**config.mk**
```make
export PLATFORM = sky130hd
export DESIGN_NAME = pp_bank_ctrl
export DESIGN_NICKNAME = d
export VERILOG_FILES = /design/src/rtl/pp_buf_pkg.sv /design/src/rtl/pp_bank_mem.sv /design/src/rtl/pp_bank_ctrl.sv
export SDC_FILE = /design/constraint.sdc
export NUM_CORES = 1
export LEC_CHECK = 0
export CAP_MARGIN = 20
export CORE_MARGIN = 5
export CORE_UTILIZATION = 48
export DETAILED_ROUTE_END_ITERATION = 8
export DONT_BUFFER_PORTS = 1
export PLACE_DENSITY = 0.73
export REMOVE_ABC_BUFFERS = 1
export SYNTH_ARGS = -nofsm -noshare
export SYNTH_HDL_FRONTEND = slang
export SYNTH_SLANG_ARGS = --single-unit
```
**constraint.sdc**
```tcl
create_clock -name clk -period 5.05 [get_ports clk]
set_clock_uncertainty 0.2 [all_clocks]
set_input_delay 0 -clock clk [delete_from_list [all_inputs] [get_ports clk]]
set_output_delay 0 -clock clk [all_outputs]
set_load 0.01 [all_outputs]
```
**src/rtl/pp_buf_pkg.sv**
```systemverilog
// Shared types and width helpers for the ping-pong bank buffer.
package pp_buf_pkg;

  typedef enum logic [1:0] {
    StEmpty    = 2'd0,
    StFilling  = 2'd1,
    StFull     = 2'd2,
    StDraining = 2'd3
  } bank_state_e;

  function automatic int unsigned bank_w(int unsigned n);
    return (n <= 2) ? 1 : $clog2(n);
  endfunction

  function automatic int unsigned len_w(int unsigned depth);
    return $clog2(depth + 1);
  endfunction

  function automatic int unsigned cnt_w(int unsigned n);
    return $clog2(n + 1);
  endfunction

endpackage

```
**src/rtl/pp_bank_mem.sv**
```systemverilog
// One buffer bank: register array with a synchronous write port and an asynchronous read port.
module pp_bank_mem #(
  parameter int unsigned DATA_WIDTH = 8,
  parameter int unsigned DEPTH      = 16,
  localparam int unsigned AW        = $clog2(DEPTH)
) (
  input  logic                  clk,
  input  logic                  we,
  input  logic [AW-1:0]         waddr,
  input  logic [DATA_WIDTH-1:0] wdata,
  input  logic [AW-1:0]         raddr,
  output logic [DATA_WIDTH-1:0] rdata
);

  logic [DATA_WIDTH-1:0] mem_q [DEPTH];

  always_ff @(posedge clk) begin
    if (we) mem_q[waddr] <= wdata;
  end

  assign rdata = mem_q[raddr];

endmodule

```
**src/rtl/pp_bank_ctrl.sv**
```systemverilog
// N-bank ping-pong buffer: the writer fills banks in rotation, the reader drains completed
// banks in the same order.
module pp_bank_ctrl
  import pp_buf_pkg::*;
#(
  parameter int unsigned DATA_WIDTH = 8,
  parameter int unsigned DEPTH      = 16,
  parameter int unsigned NUM_BANKS  = 2,
  localparam int unsigned AW        = $clog2(DEPTH),
  localparam int unsigned BW        = bank_w(NUM_BANKS),
  localparam int unsigned LW        = len_w(DEPTH),
  localparam int unsigned CW        = cnt_w(NUM_BANKS)
) (
  input  logic                  clk,
  input  logic                  rst_n,
  input  logic                  wr_valid,
  output logic                  wr_ready,
  input  logic [DATA_WIDTH-1:0] wr_data,
  input  logic                  wr_flush,
  output logic                  rd_valid,
  input  logic                  rd_ready,
  output logic [DATA_WIDTH-1:0] rd_data,
  output logic                  rd_last,
  output logic [LW-1:0]         rd_len,
  output logic [BW-1:0]         wr_bank,
  output logic [BW-1:0]         rd_bank,
  output logic [CW-1:0]         full_cnt
);

  bank_state_e           state_q [NUM_BANKS];
  logic [LW-1:0]         len_q   [NUM_BANKS];
  logic [BW-1:0]         wr_bank_q, rd_bank_q;
  logic [AW-1:0]         wr_addr_q, rd_addr_q;
  logic [CW-1:0]         full_cnt_q;
  logic [DATA_WIDTH-1:0] bank_rdata [NUM_BANKS];

  logic          wr_acc, wr_close, rd_acc, rd_done;
  logic [LW-1:0] wr_len_new, rd_len_cur;
  bank_state_e   wr_state, rd_state;

  always_comb begin
    wr_state = state_q[wr_bank_q];
    rd_state = state_q[rd_bank_q];
    wr_ready = (wr_state == StEmpty) || (wr_state == StFilling);
    rd_valid = (rd_state == StFull) || (rd_state == StDraining);

    wr_acc     = wr_valid && wr_ready;
    wr_len_new = wr_acc ? LW'(wr_addr_q) + LW'(1) : LW'(wr_addr_q);
    // A flush closes the bank only if it holds data, including a word written this cycle.
    wr_close   = (wr_acc && (wr_addr_q == AW'(DEPTH - 1)))
              || (wr_flush && (wr_acc || (wr_state == StFilling)));

    rd_len_cur = len_q[rd_bank_q];
    rd_last    = rd_valid && (LW'(rd_addr_q) == rd_len_cur - LW'(1));
    rd_acc     = rd_valid && rd_ready;
    rd_done    = rd_acc && rd_last;

    rd_data    = rd_valid ? bank_rdata[rd_bank_q] : '0;
    rd_len     = rd_valid ? rd_len_cur : '0;
    wr_bank    = wr_bank_q;
    rd_bank    = rd_bank_q;
    full_cnt   = full_cnt_q;
  end

  always_ff @(posedge clk or negedge rst_n) begin
    if (!rst_n) begin
      for (int i = 0; i < NUM_BANKS; i++) begin
        state_q[i] <= StEmpty;
        len_q[i]   <= '0;
      end
      wr_bank_q  <= '0;
      rd_bank_q  <= '0;
      wr_addr_q  <= '0;
      rd_addr_q  <= '0;
      full_cnt_q <= '0;
    end else begin
      if (wr_acc && (wr_state == StEmpty)) state_q[wr_bank_q] <= StFilling;
      if (wr_close) begin
        state_q[wr_bank_q] <= StFull;
        len_q[wr_bank_q]   <= wr_len_new;
        wr_addr_q          <= '0;
        wr_bank_q          <= (wr_bank_q == BW'(NUM_BANKS - 1)) ? '0 : wr_bank_q + BW'(1);
      end else if (wr_acc) begin
        wr_addr_q <= wr_addr_q + AW'(1);
      end

      // Read and write banks never coincide, so these updates touch a different bank.
      if (rd_acc) begin
        if (rd_last) begin
          state_q[rd_bank_q] <= StEmpty;
          rd_addr_q          <= '0;
          rd_bank_q          <= (rd_bank_q == BW'(NUM_BANKS - 1)) ? '0 : rd_bank_q + BW'(1);
        end else begin
          state_q[rd_bank_q] <= StDraining;
          rd_addr_q          <= rd_addr_q + AW'(1);
        end
      end

      full_cnt_q <= full_cnt_q + CW'(wr_close) - CW'(rd_done);
    end
  end

  for (genvar b = 0; b < NUM_BANKS; b++) begin : g_bank
    pp_bank_mem #(
      .DATA_WIDTH(DATA_WIDTH),
      .DEPTH     (DEPTH)
    ) u_mem (
      .clk  (clk),
      .we   (wr_acc && (wr_bank_q == BW'(b))),
      .waddr(wr_addr_q),
      .wdata(wr_data),
      .raddr(rd_addr_q),
      .rdata(bank_rdata[b])
    );
  end

endmodule

```
==> impl_metrics.json <==
{
  "yosysWarnings": 0,
  "synth_edf_count": 256,
  "cp.depth": 5,
  "initial_utilization_pct": 48.5,
  "post_drt_wl_per_cell_um": 25.6,
  "rrSetupSlack_ns": 1.48,
  "ff2ff_path_depth": 10,
  "grt_pass1_wl_um": 37300,
  "cts_buffer_depth": 3,
  "synth_cell_types": 38,
  "diodes": 0,
  "switching_share_pct": 29.2,
  "period_needed_ns": 3.70,
  "utilization_pct": 56.0,
  "antenna_found_initial": 0,
  "wl_um": 24200,
  "row_count": 56,
  "fmax_mhz": 271,
  "pwr-share-comb_pct": 27.0,
  "syn_inst": 579,
  "clock_latency_ns": 0.54,
  "syn_area_mm2": 0.0114,
  "fin_nets": 628,
  "antenna_left": 0,
  "yosysMostFrequentCell": "edfxtp_1",
  "clk_pin_slew_worst_paths_ns": 0.07,
  "die_area_mm2": 0.0268,
  "cts_sinks": 282,
  "setup.worst_path.end_class": "output pin",
  "die_h_um": 164,
  "maxCapViolCount": 0,
  "hold_class": "input port to flip-flop",
  "cp_max_fo": 37,
  "cts_root_buffer": "clkbuf_16",
  "synth_top_area_share_pct": 67.7,
  "yosys-top-cells-count": "edfxtp_1, mux4_2, nor2_1",
  "nFillCells": 1719,
  "cp_slowest_stage_delay_ns": 0.91,
  "yosysTopAreaCell": "edfxtp_1",
  "numCtsBuffers": 28,
  "min_path_cells": 2,
  "htreeDepth": 1,
  "crit_family": "multiplexers",
  "min_period_over_period_pct": 73.2,
  "worstSetupPathType": "flip-flop to output pin",
  "firstDrtPassIters": 5,
  "crit_buf_inv": 1,
  "globalplace.congestion": 0.845,
  "hold_viol_final": 0,
  "setup_viol": 0,
  "cp_cell_sequence": "buf_4 -> mux4_2 -> mux4_2 -> mux2i_1 -> nor2_1",
  "power_switching_mw": 2.13,
  "timing.slew.headroom_pct": 31.7,
  "drtIter0Drc": 619,
  "async_reset_ff_share_pct": 9.22,
  "cp.required_ns": 4.85,
  "synth-main-ff-cell": "edfxtp_1",
  "overflow": 0,
  "track_usage_pct": 18.5,
  "intPower_mw": 5.16,
  "die_w_um": 164,
  "cp_common_cell": "mux4_2",
  "outcome": "completed",
  "tns_ns": 0,
  "leakage_nw": 4.27,
  "seq_power_share_pct": 40.0,
  "final_layout_size_suffix_gt1_share_pct": 23.5,
  "drv_slew": 0,
  "powerDensity_mw_per_mm2": 556,
  "port_buffers": 0,
  "critPathSlowestCell": "dfrtp_2",
  "drc": 0,
  "cts_tree": "done",
  "grt_setup_unrepaired": "no",
  "io_pins": 33,
  "vias_per_cell": 5.96,
  "hpwl_um": 14700,
  "cp_data_arrival_time_ns": 3.50,
  "synth_area_leaders": "edfxtp_1, mux4_2, dfrtp_1",
  "syn_to_final_growth_pct": 15.5,
  "vdd_drop_max_mv": 0.368,
  "cp-start-kind": "flip-flop",
  "grt_max_degree": 38,
  "grt_pass1_vias": 5923,
  "tightest_slew_ns": 1.02,
  "place_area_mm2": 0.0116,
  "clkPwrFrac_pct": 33.0,
  "syn_area_per_cell_um2": 19.6,
  "fin_area_mm2": 0.0131,
  "vias": 5647,
  "synth-seq-cells": 282,
  "yosysSeqAreaShare_pct": 73.4,
  "cts-resized-gates": 0,
  "core-area_mm2": 0.0234
}
## metrics by stage
stage	setup slack, ns	power, mW	cells	hold slack, ns
3_5_place_dp	1.15	4.83	870	-0.495
3_3_place_gp	1.28	4.76	870	-0.495
5_1_grt	1.17	7.60	948	0.189
2_1_floorplan	0.217	4.33	547	-0.496
4_1_cts	1.11	7.31	947	0.156
6_report	1.35	7.29	948	0.182
## kinds of logic after synthesis
logic type,Yosys count,share of synthesized area [%]
AO/OA/AOI/OAI,39,2.08
XOR/XNOR,8,0.617
adder cells (fa/ha/maj),8,0.881
buffers and inverters,41,1.62
flip-flops,282,73.4
multiplexers,95,17.3
AND/OR/NAND/NOR,106,4.10
## cell usage in the layout (no fill, tap or decap), types with 2 or more instances in the layout
cell           synthesis  routed
edfxtp_1             256     256
mux4_2                80      80
nor2_1                62      62
clkbuf_16              0      29
dfrtp_1               26      24
a21oi_1               15      15
dlygate4sd3_1          0      15
mux2i_1               13      13
nand3_1               13      13
nand2_1               12      12
bufinv_16              0      10
buf_12                 0      10
inv_1                  9       9
o21ai_0                8       8
ha_1                   8       8
and2_1                 5       5
xnor2_1                5       5
clkinv_1               0       5
o22ai_1                4       4
clkinv_2               0       4
buf_4                  1       4
nor3_1                 3       3
xor2_1                 3       3
a41oi_1                3       3
a21o_1                 3       3
nand2b_1               3       3
a31oi_1                2       2
or2_2                  2       2
clkinv_4               0       2
## flip-flops by register name (all words and copies together), names as in the netlist
name and cells:
g_bank.u_mem.mem_q 256, len_q 10, rd_addr_q 4, state_q 4, wr_addr_q 4, full_cnt 2, rd_bank 1, wr_bank 1
## path summary, 6_finish.rpt
check / start / endpoint
worst max-delay path: rd_addr_q[1] / rd_data[2]
worst max register to register: rd_addr_q[3] / full_cnt[1]
worst min register to register: len_q[9] / len_q[9]
max in group asynchronous: rst_n / rd_addr_q[0]
min in group asynchronous: rst_n / len_q[0]
worst min-delay path: rd_ready / rd_bank
## timing repair
item | in CTS | in global routing
setup buffers | 0 | 0
hold buffers | 25 | 0
endpoints found under the hold margin | 540 | 0
## routing by layer
metal	GRT usage [%]	vias to the layer above	part of all wire [%]
li1	-	2387	-
met1	26.4	2948	40
met2	31.1	278	51
met3	2.38	34	7.5
met4	4.31	0	1.8
met5	0	-	0
## cell type report
cell class	instances	area, µm²	area share [%]
Tap cell	319	399	3.04
Clock inverter	22	364	2.78
Sequential cell	282	8340	63.6
Timing Repair Buffer	30	408	3.11
Multi-Input combinational cell	256	2840	21.6
Clock buffer	30	729	5.56
Inverter	9	33.8	0.258
## power by group through the flow
stage / registers (mW) / clock network [mW] / logic, mW
2_1_floorplan: 3.03 / 0 / 1.31
3_3_place_gp: 2.98 / 0 / 1.77
3_5_place_dp: 3.00 / 0 / 1.83
4_1_cts: 2.95 / 2.44 / 1.92
5_1_grt: 2.94 / 2.55 / 2.11
6_report: 2.92 / 2.41 / 1.97
Note: power is estimated with default switching activity, not from simulation.
